[src/rtl/bakery_pkg.sv]
// Shared types and default sizing for the bakery grant arbiter and its age matrix.
// Latency: none (declarations only).
// Backpressure: none (declarations only).
package bakery_pkg;

    // Default sizing; NPROC must fit in IDXW bits and MAXHOLD must be >= 2.
    localparam int NPROC_DEF   = 3;
    localparam int IDXW_DEF    = 2;
    localparam int MAXHOLD_DEF = 8;

    // Arbiter sequencing: wait for an eligible ticket, hold the grant, then
    // spend one cycle retiring the holder before the next winner is chosen.
    typedef enum logic [1:0] {
        A_IDLE    = 2'd0,
        A_GRANT   = 2'd1,
        A_RELEASE = 2'd2
    } arb_state_t;

endpackage

[src/rtl/bakery_age_matrix.sv]
// Ticket/age bookkeeping: who holds a ticket, who is older than whom, and who was just served.
// Latency: ticket registered one edge after req; elig is combinational on registered state.
// Backpressure: none; requesters simply wait with req high until elig selects them.
module bakery_age_matrix
    import bakery_pkg::*;
#(
    parameter int NPROC = NPROC_DEF
) (
    input  logic             clock,
    input  logic             reset_n,
    input  logic [NPROC-1:0] req,
    input  logic [NPROC-1:0] clr,
    input  logic [NPROC-1:0] done,
    output logic [NPROC-1:0] ticket,
    output logic [NPROC-1:0] elig
);

    // defer[i][k] = 1: k already held a ticket when i took its own, so i yields to k.
    logic [NPROC-1:0][NPROC-1:0] defer;
    // served[i] = 1: i was released and has not yet dropped req since.
    logic [NPROC-1:0]            served;
    logic [NPROC-1:0]            take;

    // A new ticket needs a fresh request: not already queued, not just served.
    assign take = req & ~ticket & ~served;

    // Ticket, age-row and served-flag updates; leaving clears both row and column.
    always_ff @(posedge clock or negedge reset_n) begin
        if (!reset_n) begin
            ticket <= '0;
            served <= '0;
            defer  <= '0;
        end else begin
            for (int i = 0; i < NPROC; i++) begin
                if (clr[i]) begin
                    ticket[i] <= 1'b0;
                    defer[i]  <= '0;
                end else if (take[i]) begin
                    // Snapshot of pre-edge holders, minus anyone leaving on this
                    // same edge; simultaneous takers never see each other.
                    ticket[i] <= 1'b1;
                    defer[i]  <= ticket & ~clr & ~(NPROC'(1) << i);
                end else begin
                    defer[i]  <= defer[i] & ~clr;
                end
                // A low req on the release edge itself already counts as the gap.
                served[i] <= (served[i] | done[i]) & req[i];
            end
        end
    end

    // Oldest ticket wins; equal-age tickets fall back to the lower index.
    always_comb begin
        elig = '0;
        for (int i = 0; i < NPROC; i++) begin
            elig[i] = ticket[i];
            for (int k = 0; k < NPROC; k++) begin
                if (k != i && ticket[k] &&
                    (defer[i][k] || (!defer[k][i] && k < i))) begin
                    elig[i] = 1'b0;
                end
            end
        end
    end

endmodule

[src/rtl/bakery_grant_arbiter.sv]
// Bakery-order mutual-exclusion arbiter: one registered one-hot grant over NPROC requesters.
// Latency: req->ticket 1 edge, ticket->grant 1 edge when idle; 2-cycle gap between grants.
// Backpressure: holder keeps grant until rel, req drop, or MAXHOLD cycles (forced, timeout pulse).
module bakery_grant_arbiter
    import bakery_pkg::*;
#(
    parameter int NPROC   = NPROC_DEF,
    parameter int IDXW    = IDXW_DEF,
    parameter int MAXHOLD = MAXHOLD_DEF
) (
    input  logic             clock,
    input  logic             reset_n,
    input  logic [NPROC-1:0] req,
    input  logic [NPROC-1:0] rel,
    output logic [NPROC-1:0] grant,
    output logic [IDXW-1:0]  grant_idx,
    output logic             busy,
    output logic [NPROC-1:0] ticket,
    output logic             timeout
);

    localparam int CW = $clog2(MAXHOLD);

    arb_state_t       state;
    logic [IDXW-1:0]  hold_idx;
    logic [CW-1:0]    hold_cnt;
    logic [NPROC-1:0] elig;
    logic [IDXW-1:0]  win_idx;
    logic [NPROC-1:0] holder_mask;
    logic [NPROC-1:0] done;
    logic [NPROC-1:0] clr;
    logic             holder_rel;
    logic             holder_req;

    // The holder survives until the end of A_RELEASE so its ticket keeps
    // blocking everyone else through the hand-off cycle.
    assign holder_mask = (state != A_IDLE) ? (NPROC'(1) << hold_idx) : '0;
    assign done        = (state == A_RELEASE) ? holder_mask : '0;
    // Waiting requesters that drop req leave the queue; the holder leaves only via release.
    assign clr         = (~req & ticket & ~holder_mask) | done;
    // Only the holder's own rel/req matter; other rel bits are ignored.
    assign holder_rel  = |(rel & holder_mask);
    assign holder_req  = |(req & holder_mask);

    bakery_age_matrix #(
        .NPROC (NPROC)
    ) u_age (
        .clock   (clock),
        .reset_n (reset_n),
        .req     (req),
        .clr     (clr),
        .done    (done),
        .ticket  (ticket),
        .elig    (elig)
    );

    // Lowest set bit of elig; elig is one-hot by construction, this just encodes it.
    always_comb begin
        win_idx = '0;
        for (int i = NPROC - 1; i >= 0; i--) begin
            if (elig[i]) begin
                win_idx = IDXW'(i);
            end
        end
    end

    // Grant sequencing, hold counter and registered outputs.
    always_ff @(posedge clock or negedge reset_n) begin
        if (!reset_n) begin
            state     <= A_IDLE;
            hold_idx  <= '0;
            hold_cnt  <= '0;
            grant     <= '0;
            grant_idx <= '0;
            busy      <= 1'b0;
            timeout   <= 1'b0;
        end else begin
            timeout <= 1'b0;
            case (state)
                A_IDLE: begin
                    if (|elig) begin
                        state     <= A_GRANT;
                        hold_idx  <= win_idx;
                        grant     <= NPROC'(1) << win_idx;
                        grant_idx <= win_idx;
                        busy      <= 1'b1;
                        hold_cnt  <= '0;
                    end
                end
                A_GRANT: begin
                    if (holder_rel || !holder_req) begin
                        state     <= A_RELEASE;
                        grant     <= '0;
                        grant_idx <= '0;
                        busy      <= 1'b0;
                    end else if (hold_cnt == CW'(MAXHOLD - 1)) begin
                        // Holder overstayed: take the resource away and flag it.
                        state     <= A_RELEASE;
                        grant     <= '0;
                        grant_idx <= '0;
                        busy      <= 1'b0;
                        timeout   <= 1'b1;
                    end else begin
                        hold_cnt  <= hold_cnt + 1'b1;
                    end
                end
                A_RELEASE: begin
                    state <= A_IDLE;
                end
                default: begin
                    state <= A_IDLE;
                end
            endcase
        end
    end

    // The resource enable must never reach two requesters at once.
    assert property (@(posedge clock) disable iff (!reset_n) $onehot0(grant));
    // Grant and busy always move together.
    assert property (@(posedge clock) disable iff (!reset_n) (|grant) == busy);

endmodule

[config.mk]
export PLATFORM = sky130hd
export DESIGN_NAME = bakery_grant_arbiter
export DESIGN_NICKNAME = d
export VERILOG_FILES = /design/src/rtl/bakery_pkg.sv /design/src/rtl/bakery_age_matrix.sv /design/src/rtl/bakery_grant_arbiter.sv
export SDC_FILE = /design/constraint.sdc
export NUM_CORES = 1
export LEC_CHECK = 0
export CORE_ASPECT_RATIO = 1.1
export CORE_MARGIN = 10
export CORE_UTILIZATION = 58
export DETAILED_ROUTE_END_ITERATION = 12
export PLACE_DENSITY = 0.89
export SLEW_MARGIN = 10
export SYNTH_ARGS = -nofsm -noshare
export SYNTH_HDL_FRONTEND = slang
export SYNTH_SLANG_ARGS = --single-unit
[constraint.sdc]
create_clock -name clock -period 2.7 [get_ports clock]
set_input_delay 0.27 -clock clock [delete_from_list [all_inputs] [get_ports clock]]
set_output_delay 0.27 -clock clock [all_outputs]
set_load 0.05 [all_outputs]
==> metrics.txt, run 1 <==
Die Footprint ~4700 µm²; Critical Path AT 1.75 ns; Filler cells about 160; Worst-Margin Slew 0.517 ns; WP buf/inv 1; Pins Over Slew Limit 0; clock sink count 26; first-pass GRT wire length slightly above 5000 µm; final worst-path cycle share between 70% and 80%; VDD IR max roughly 0.00072 V; via count 1103; ys async rst share 100%; HP Class input port to async pin; clock root cell clkbuf_4; fin nets around 160; die width 66.4 µm; final worst path period need between 2 and 2.5 ns; final core utilization between 70 and 80%; num rows 18; CP endpoint kind output port; antenna cells 0; Yosys warning total 0; Mapped Nets 144; Static Leakage a little under 0.0007 µW; Worst Skew between 0.009 and 0.01 ns; global placement routability congestion between 0.8 and 0.9; footprint of the multi-input gates ~660 µm²; hold_ws between 0.2 and 0.3 ns; Clock Path Buffers 2; CTS Buf Count 3; WP data required 2.43 ns; Setup Viol. Count Final 0; cell area power density around 1200 nW/µm²; Hold Violations, Final 0; RSZ-0062 raised after global routing false; Area Overhead vs Synth 16.1%; max frequency roughly 0.50 GHz; DRT antenna net count 0; WL/cell between 15 and 20 µm; EDFF count, synth 0; Slowest cell on crit path clkdlybuf4s50_1; Iter 0 DRT Violations 61; Max Cap Violations 0; CP cell instances clkdlybuf4s50_1; critical path class flop to output port; Synth top area share 47.4%; total global-route track usage a little over an eighth; input/output buffers 17; CTS tree yes; cts repair resizes 0; largest area contributor in the netlist dfrtp_1; final instance area between 1500 and 2000 µm²; via/cell ratio 6.09; Setup TNS Final 0 ns; FF+latch area about 650 µm²; antenna violations before repair 0; H-tree levels 1; Post-synth top flop dfrtp_1; Worst-path clk slew 0.14 ns; router iterations before antenna repair 4; synthesized instance count roughly 130; layout cells sized above 1 under 10%; CP Max Fanout 9; peak per-stage delay on the critical path around 0.87 ns; commonest cells in the netlist dfrtp_1 (26), nand2_1 (13), inv_1 (9), nor2_1 (9), mux2i_1 (8); final WL just under 3000 µm; largest net degree at the start of global routing 27; placed cell area 1560 µm²; Synth Cell Area approximately 1400 µm²; Slew HR 65.4%; sequential element share of the synthesized area approximately 47%; Setup crit start kind flop; detailed placer's ending HPWL 2190 µm; postcts setup bufs 0; number of global-route vias before repair 1151; Core Region 2250 µm²; Die H 71.0 µm; status completed; # IOs 18; residual DRC count 0; Synth area leaders dfrtp_1 (47%), mux2i_1 (5.8%), nand2_1 (3.6%); CP delay by family, top buffers and inverters; Distinct cells, synth 38; most frequent cell after synthesis dfrtp_1; Worst-Skew Late Latency about 0.32 ns; total power about 1900 µW; post-synthesis register bit count 26; total gr overflow 0; Initial Utilization 61.0%; CTS Hold Bufs 0; mean post-synth cell area ~10 µm²
[sequential cells by signal (all words and copies together), names as in the netlist]
name and cells:
u_age.ticket 3, u_age.defer 6, timeout 1, grant_idx 2, hold_idx 2, hold_cnt 3
grant 3, busy 1, state 2, u_age.served 3
[cell usage in the layout (no fill, tap or decap), types with 4 or more instances in the layout]
cell             count
nand2b_1             6
clkdlybuf4s50_1     17
nor2_1               9
dfrtp_1             26
nor2b_1              5
o221ai_1             5
nand3b_1             5
inv_1                9
o21a_1               4
mux2i_1              8
nand2_1             13
[layout make-up]
| type | count | share of cell area [%] |
|---|---|---|
| multi-input cells | 93 | 41.1 |
| flip-flops and latches | 26 | 40.8 |
| repair buffers | 18 | 11.1 |
| inverters | 10 | 2.35 |
| well taps | 30 | 2.35 |
| clock buffers | 4 | 2.27 |
[cell families after synthesis]
family,share of synthesized area [%]
simple gates,18.4
mux,5.83
fa+ha+maj,1.82
flops,47.4
compound gates,21.7
buf+inv,4.92
[metrics by stage]
| stage | setup slack (ns) | cells |
|---|---|---|
| 3_5_place_dp | 0.957 | 177 |
| 6_report | 0.683 | 181 |
| 4_1_cts | 0.679 | 181 |
| 5_1_grt | 0.595 | 181 |
| 2_1_floorplan | 0.962 | 134 |
| 3_3_place_gp | 1.01 | 177 |
[report_power, final]
group / total, µW / switching [µW] / internal (µW)
clock network: 197 / 114 / 82.5
registers: 725 / 198 / 527
logic: 1020 / 616 / 402
total: 1940 / 928 / 1010
[layer usage]
layer	share of wire, %	vias to the layer above	GRT usage, %
met4	0.86	0	5.36
met3	7.8	6	4.25
met2	49	40	21.6
li1	-	520	-
met1	42	537	15.1
met5	0	-	0
[worst paths after layout]
path                                             start                          end  slack, ns  depth (start not counted)
setup / recovery           u_age.ticket[2]$_DFFE_PN0P_                    ticket[2]       0.68                          1
hold / removal                                 reset_n             busy$_DFFE_PN0P_       0.29                          2
setup reg to reg                  state[1]$_DFFE_PN0P_     grant_idx[0]$_DFFE_PN0P_       0.99                          4
hold reg to reg              u_age.served[0]$_DFF_PN0_    u_age.served[0]$_DFF_PN0_       0.51                          1
max in group asynchronous                      reset_n  u_age.ticket[0]$_DFFE_PN0P_       2.16                          2
min in group clock           u_age.served[0]$_DFF_PN0_    u_age.served[0]$_DFF_PN0_       0.51                          1
Note: power is estimated with default switching activity, not from simulation.
==> run 2: changes to the inputs <==
--- a/config.mk
+++ b/config.mk
@@ -7,9 +7,9 @@
 export LEC_CHECK = 0
 export CORE_ASPECT_RATIO = 1.1
 export CORE_MARGIN = 10
-export CORE_UTILIZATION = 58
+export CORE_UTILIZATION = 54
 export DETAILED_ROUTE_END_ITERATION = 12
-export PLACE_DENSITY = 0.89
+export PLACE_DENSITY = 0.84
 export SLEW_MARGIN = 10
 export SYNTH_ARGS = -nofsm -noshare
 export SYNTH_HDL_FRONTEND = slang
==> constraint.sdc (replaced) <==
create_clock -name clock -period 2 [get_ports clock]
set_input_delay 0.2 -clock clock [delete_from_list [all_inputs] [get_ports clock]]
set_output_delay 0.2 -clock clock [all_outputs]
set_load 0.05 [all_outputs]
==> run 2 against run 1 <==
- clock skew up 0.0053 ns
- largest cell class unchanged
- critical path depth unchanged
- final cell count up 0.55%
- clock power up 81%
- sequential share of layout area down 0.57 points
- sequential cell count unchanged
- routed wire length up 0.48%
- total power up 39%
- register-to-register slack worse by 0.70 ns
- sequential power up 35%
- count of clock-buffer cells in the layout down 1
- cell area up 1.4%
==> metrics.txt, run 2 (synthesized netlist as in run 1, its figures left out) <==
total global-route track usage 13.3% (was 13.1%); clock root cell clkbuf_4 (unchanged); cell area power density 1660 nW/µm² (was 1220 nW/µm²); commonest non-fill, non-tap cell in the layout dfrtp_1 (unchanged); CTS tree yes (unchanged); Hold Violations, Final 0 (unchanged); final instance area 1620 µm² (was 1600 µm²); global placement routability congestion 0.895 (was 0.900); final worst-path cycle share a little over nine tenths; footprint of the multi-input gates 656 µm² (unchanged); Initial Utilization 55.6% (was 61.0%); H-tree levels 1 (unchanged); Iter 0 DRT Violations 34 (was 61); RSZ-0062 raised after global routing false (unchanged); cts repair resizes 0 (unchanged); via/cell ratio 5.82 (was 6.09); fin nets 162 (unchanged); max frequency roughly 0.53 GHz; Die Footprint 4960 µm² (was 4720 µm²); final worst path period need 1.88 ns; hold_ws 0.222 ns (was 0.292 ns); WL/cell 16.1 µm (about the same); input/output buffers 17 (unchanged); Reg2Reg Depth 4 (unchanged); Critical Path AT 1.68 ns (was 1.75 ns); Worst Skew 0.0150 ns (was 0.00968 ns); CTS Hold Bufs 0 (unchanged); Static Leakage 0.000713 µW (was 0.000689 µW); Setup TNS Final 0 ns (unchanged); Slew HR 66.2% (was 65.4%); Clock Path Buffers 2 (unchanged); Max Cap Violations 0 (unchanged); Biggest register u_age.defer (unchanged); Worst-Margin Slew 0.507 ns (was 0.517 ns); flop-to-flop setup slack 0.29 ns (was 0.99 ns); CP Max Fanout 7 (was 9); first-pass GRT wire length 5350 µm (was 5060 µm); critical path class flop to output port (unchanged); number of global-route vias before repair 1186 (was 1151); residual DRC count 0 (unchanged); detailed placer's ending HPWL 2250 µm (was 2190 µm); VDD IR max 0.00153 V (was 0.000717 V); total power 2690 µW (was 1940 µW); Pins Over Slew Limit 0 (unchanged); Setup Viol. Count Final 0 (unchanged); layout cells sized above 1 5.96% (unchanged); WP buf/inv 1 (unchanged); final WL 2930 µm (was 2920 µm); num rows 19 (was 18); Worst R2R End hold_cnt[2]$_DFFE_PN0P_ (was grant_idx[0]$_DFFE_PN0P_); reg2reg start hold_idx[0]$_DFFE_PN0P_ (was state[1]$_DFFE_PN0P_); Setup crit start kind flop (unchanged); CTS Buf Count 3 (unchanged); max reg flops 6 (unchanged); clock sink count 26 (unchanged); peak per-stage delay on the critical path 0.86 ns (was 0.87 ns); Worst-Skew Late Latency 0.32 ns (about the same); Slowest cell on crit path clkdlybuf4s50_1 (unchanged); via count 1060 (was 1103); HP Class input port to async pin (unchanged); FF+latch area 651 µm² (unchanged); # IOs 18 (unchanged); status completed (unchanged); Filler cells 206 (was 163); Core Region 2470 µm² (was 2250 µm²); WP data required 1.80 ns (was 2.43 ns); Area Overhead vs Synth 17.8% (was 16.1%); placed cell area 1560 µm² (about the same); antenna cells 0 (unchanged); die width 68.1 µm (was 66.4 µm); most frequent cells in the layout dfrtp_1 (26), clkdlybuf4s50_1 (15), nand2_1 (13) (was dfrtp_1 (26), clkdlybuf4s50_1 (17), nand2_1 (13)); Die H 72.9 µm (was 71.0 µm); DRT antenna net count 0 (unchanged); router iterations before antenna repair 4 (unchanged); CP cell instances clkdlybuf4s50_1 (unchanged); postcts setup bufs 0 (unchanged); antenna violations before repair 0 (unchanged); total gr overflow 0 (unchanged); largest net degree at the start of global routing 27 (unchanged); Worst-path clk slew 0.15 ns (was 0.14 ns); CP endpoint kind output port (unchanged); CP delay by family, top buffers and inverters (unchanged)
-- run 2: changes by cell type in the layout (fill, tap and decap cells not counted), sizes merged --
cell           change
bufinv             +1
clkdlybuf4s50      -2
clkbuf             -1
dlymetal6s2s       +2
-- run 2: report_power, final --
group          internal (µW)  total, µW  switching (µW)  leakage, µW
clock network            203        357             155    0.0000279
logic                    541       1360             818     0.000345
registers                712        976             264     0.000340
total                   1460       2690            1240     0.000713
-- run 2: metrics by stage --
step           std cells  util [%]  setup slack (ns)
2_1_floorplan        134         -             0.262
3_3_place_gp         178      63.1             0.371
3_5_place_dp         178      63.1             0.319
4_1_cts              182      65.2            0.0199
5_1_grt              182      65.4            0.0211
6_report             182      65.4             0.118
-- run 2: routing by layer --
metal / wire length (µm) / GRT usage [%] / part of all wire, %
met1: 1260 / 15.3 / 43
met2: 1510 / 22.0 / 51
met3: 150 / 3.69 / 5.1
met4: 14 / 6.26 / 0.48
met5: 0 / 0 / 0
-- run 2: cell type report --
class	instances	area share, %
clock inverters	1	1.86
well taps	31	2.40
inverters	10	2.32
flip-flops and latches	26	40.2
clock buffers	3	1.39
multi-input cells	93	40.5
repair buffers	18	11.3
-- run 2: worst max-delay path by stage --
stage                           startpoint                 endpoint  slack, ns  depth (start not counted)
4_1_cts        u_age.ticket[0]$_DFFE_PN0P_                ticket[0]       0.02                          1
3_5_place_dp   u_age.ticket[2]$_DFFE_PN0P_  hold_cnt[2]$_DFFE_PN0P_       0.32                          4
2_1_floorplan  u_age.ticket[0]$_DFFE_PN0P_  hold_cnt[0]$_DFFE_PN0P_       0.26                          4
3_3_place_gp   u_age.ticket[2]$_DFFE_PN0P_  hold_cnt[1]$_DFFE_PN0P_       0.37                          4
6_report       u_age.ticket[1]$_DFFE_PN0P_                ticket[1]       0.12                          1
5_1_grt        u_age.ticket[1]$_DFFE_PN0P_                ticket[1]       0.02                          1
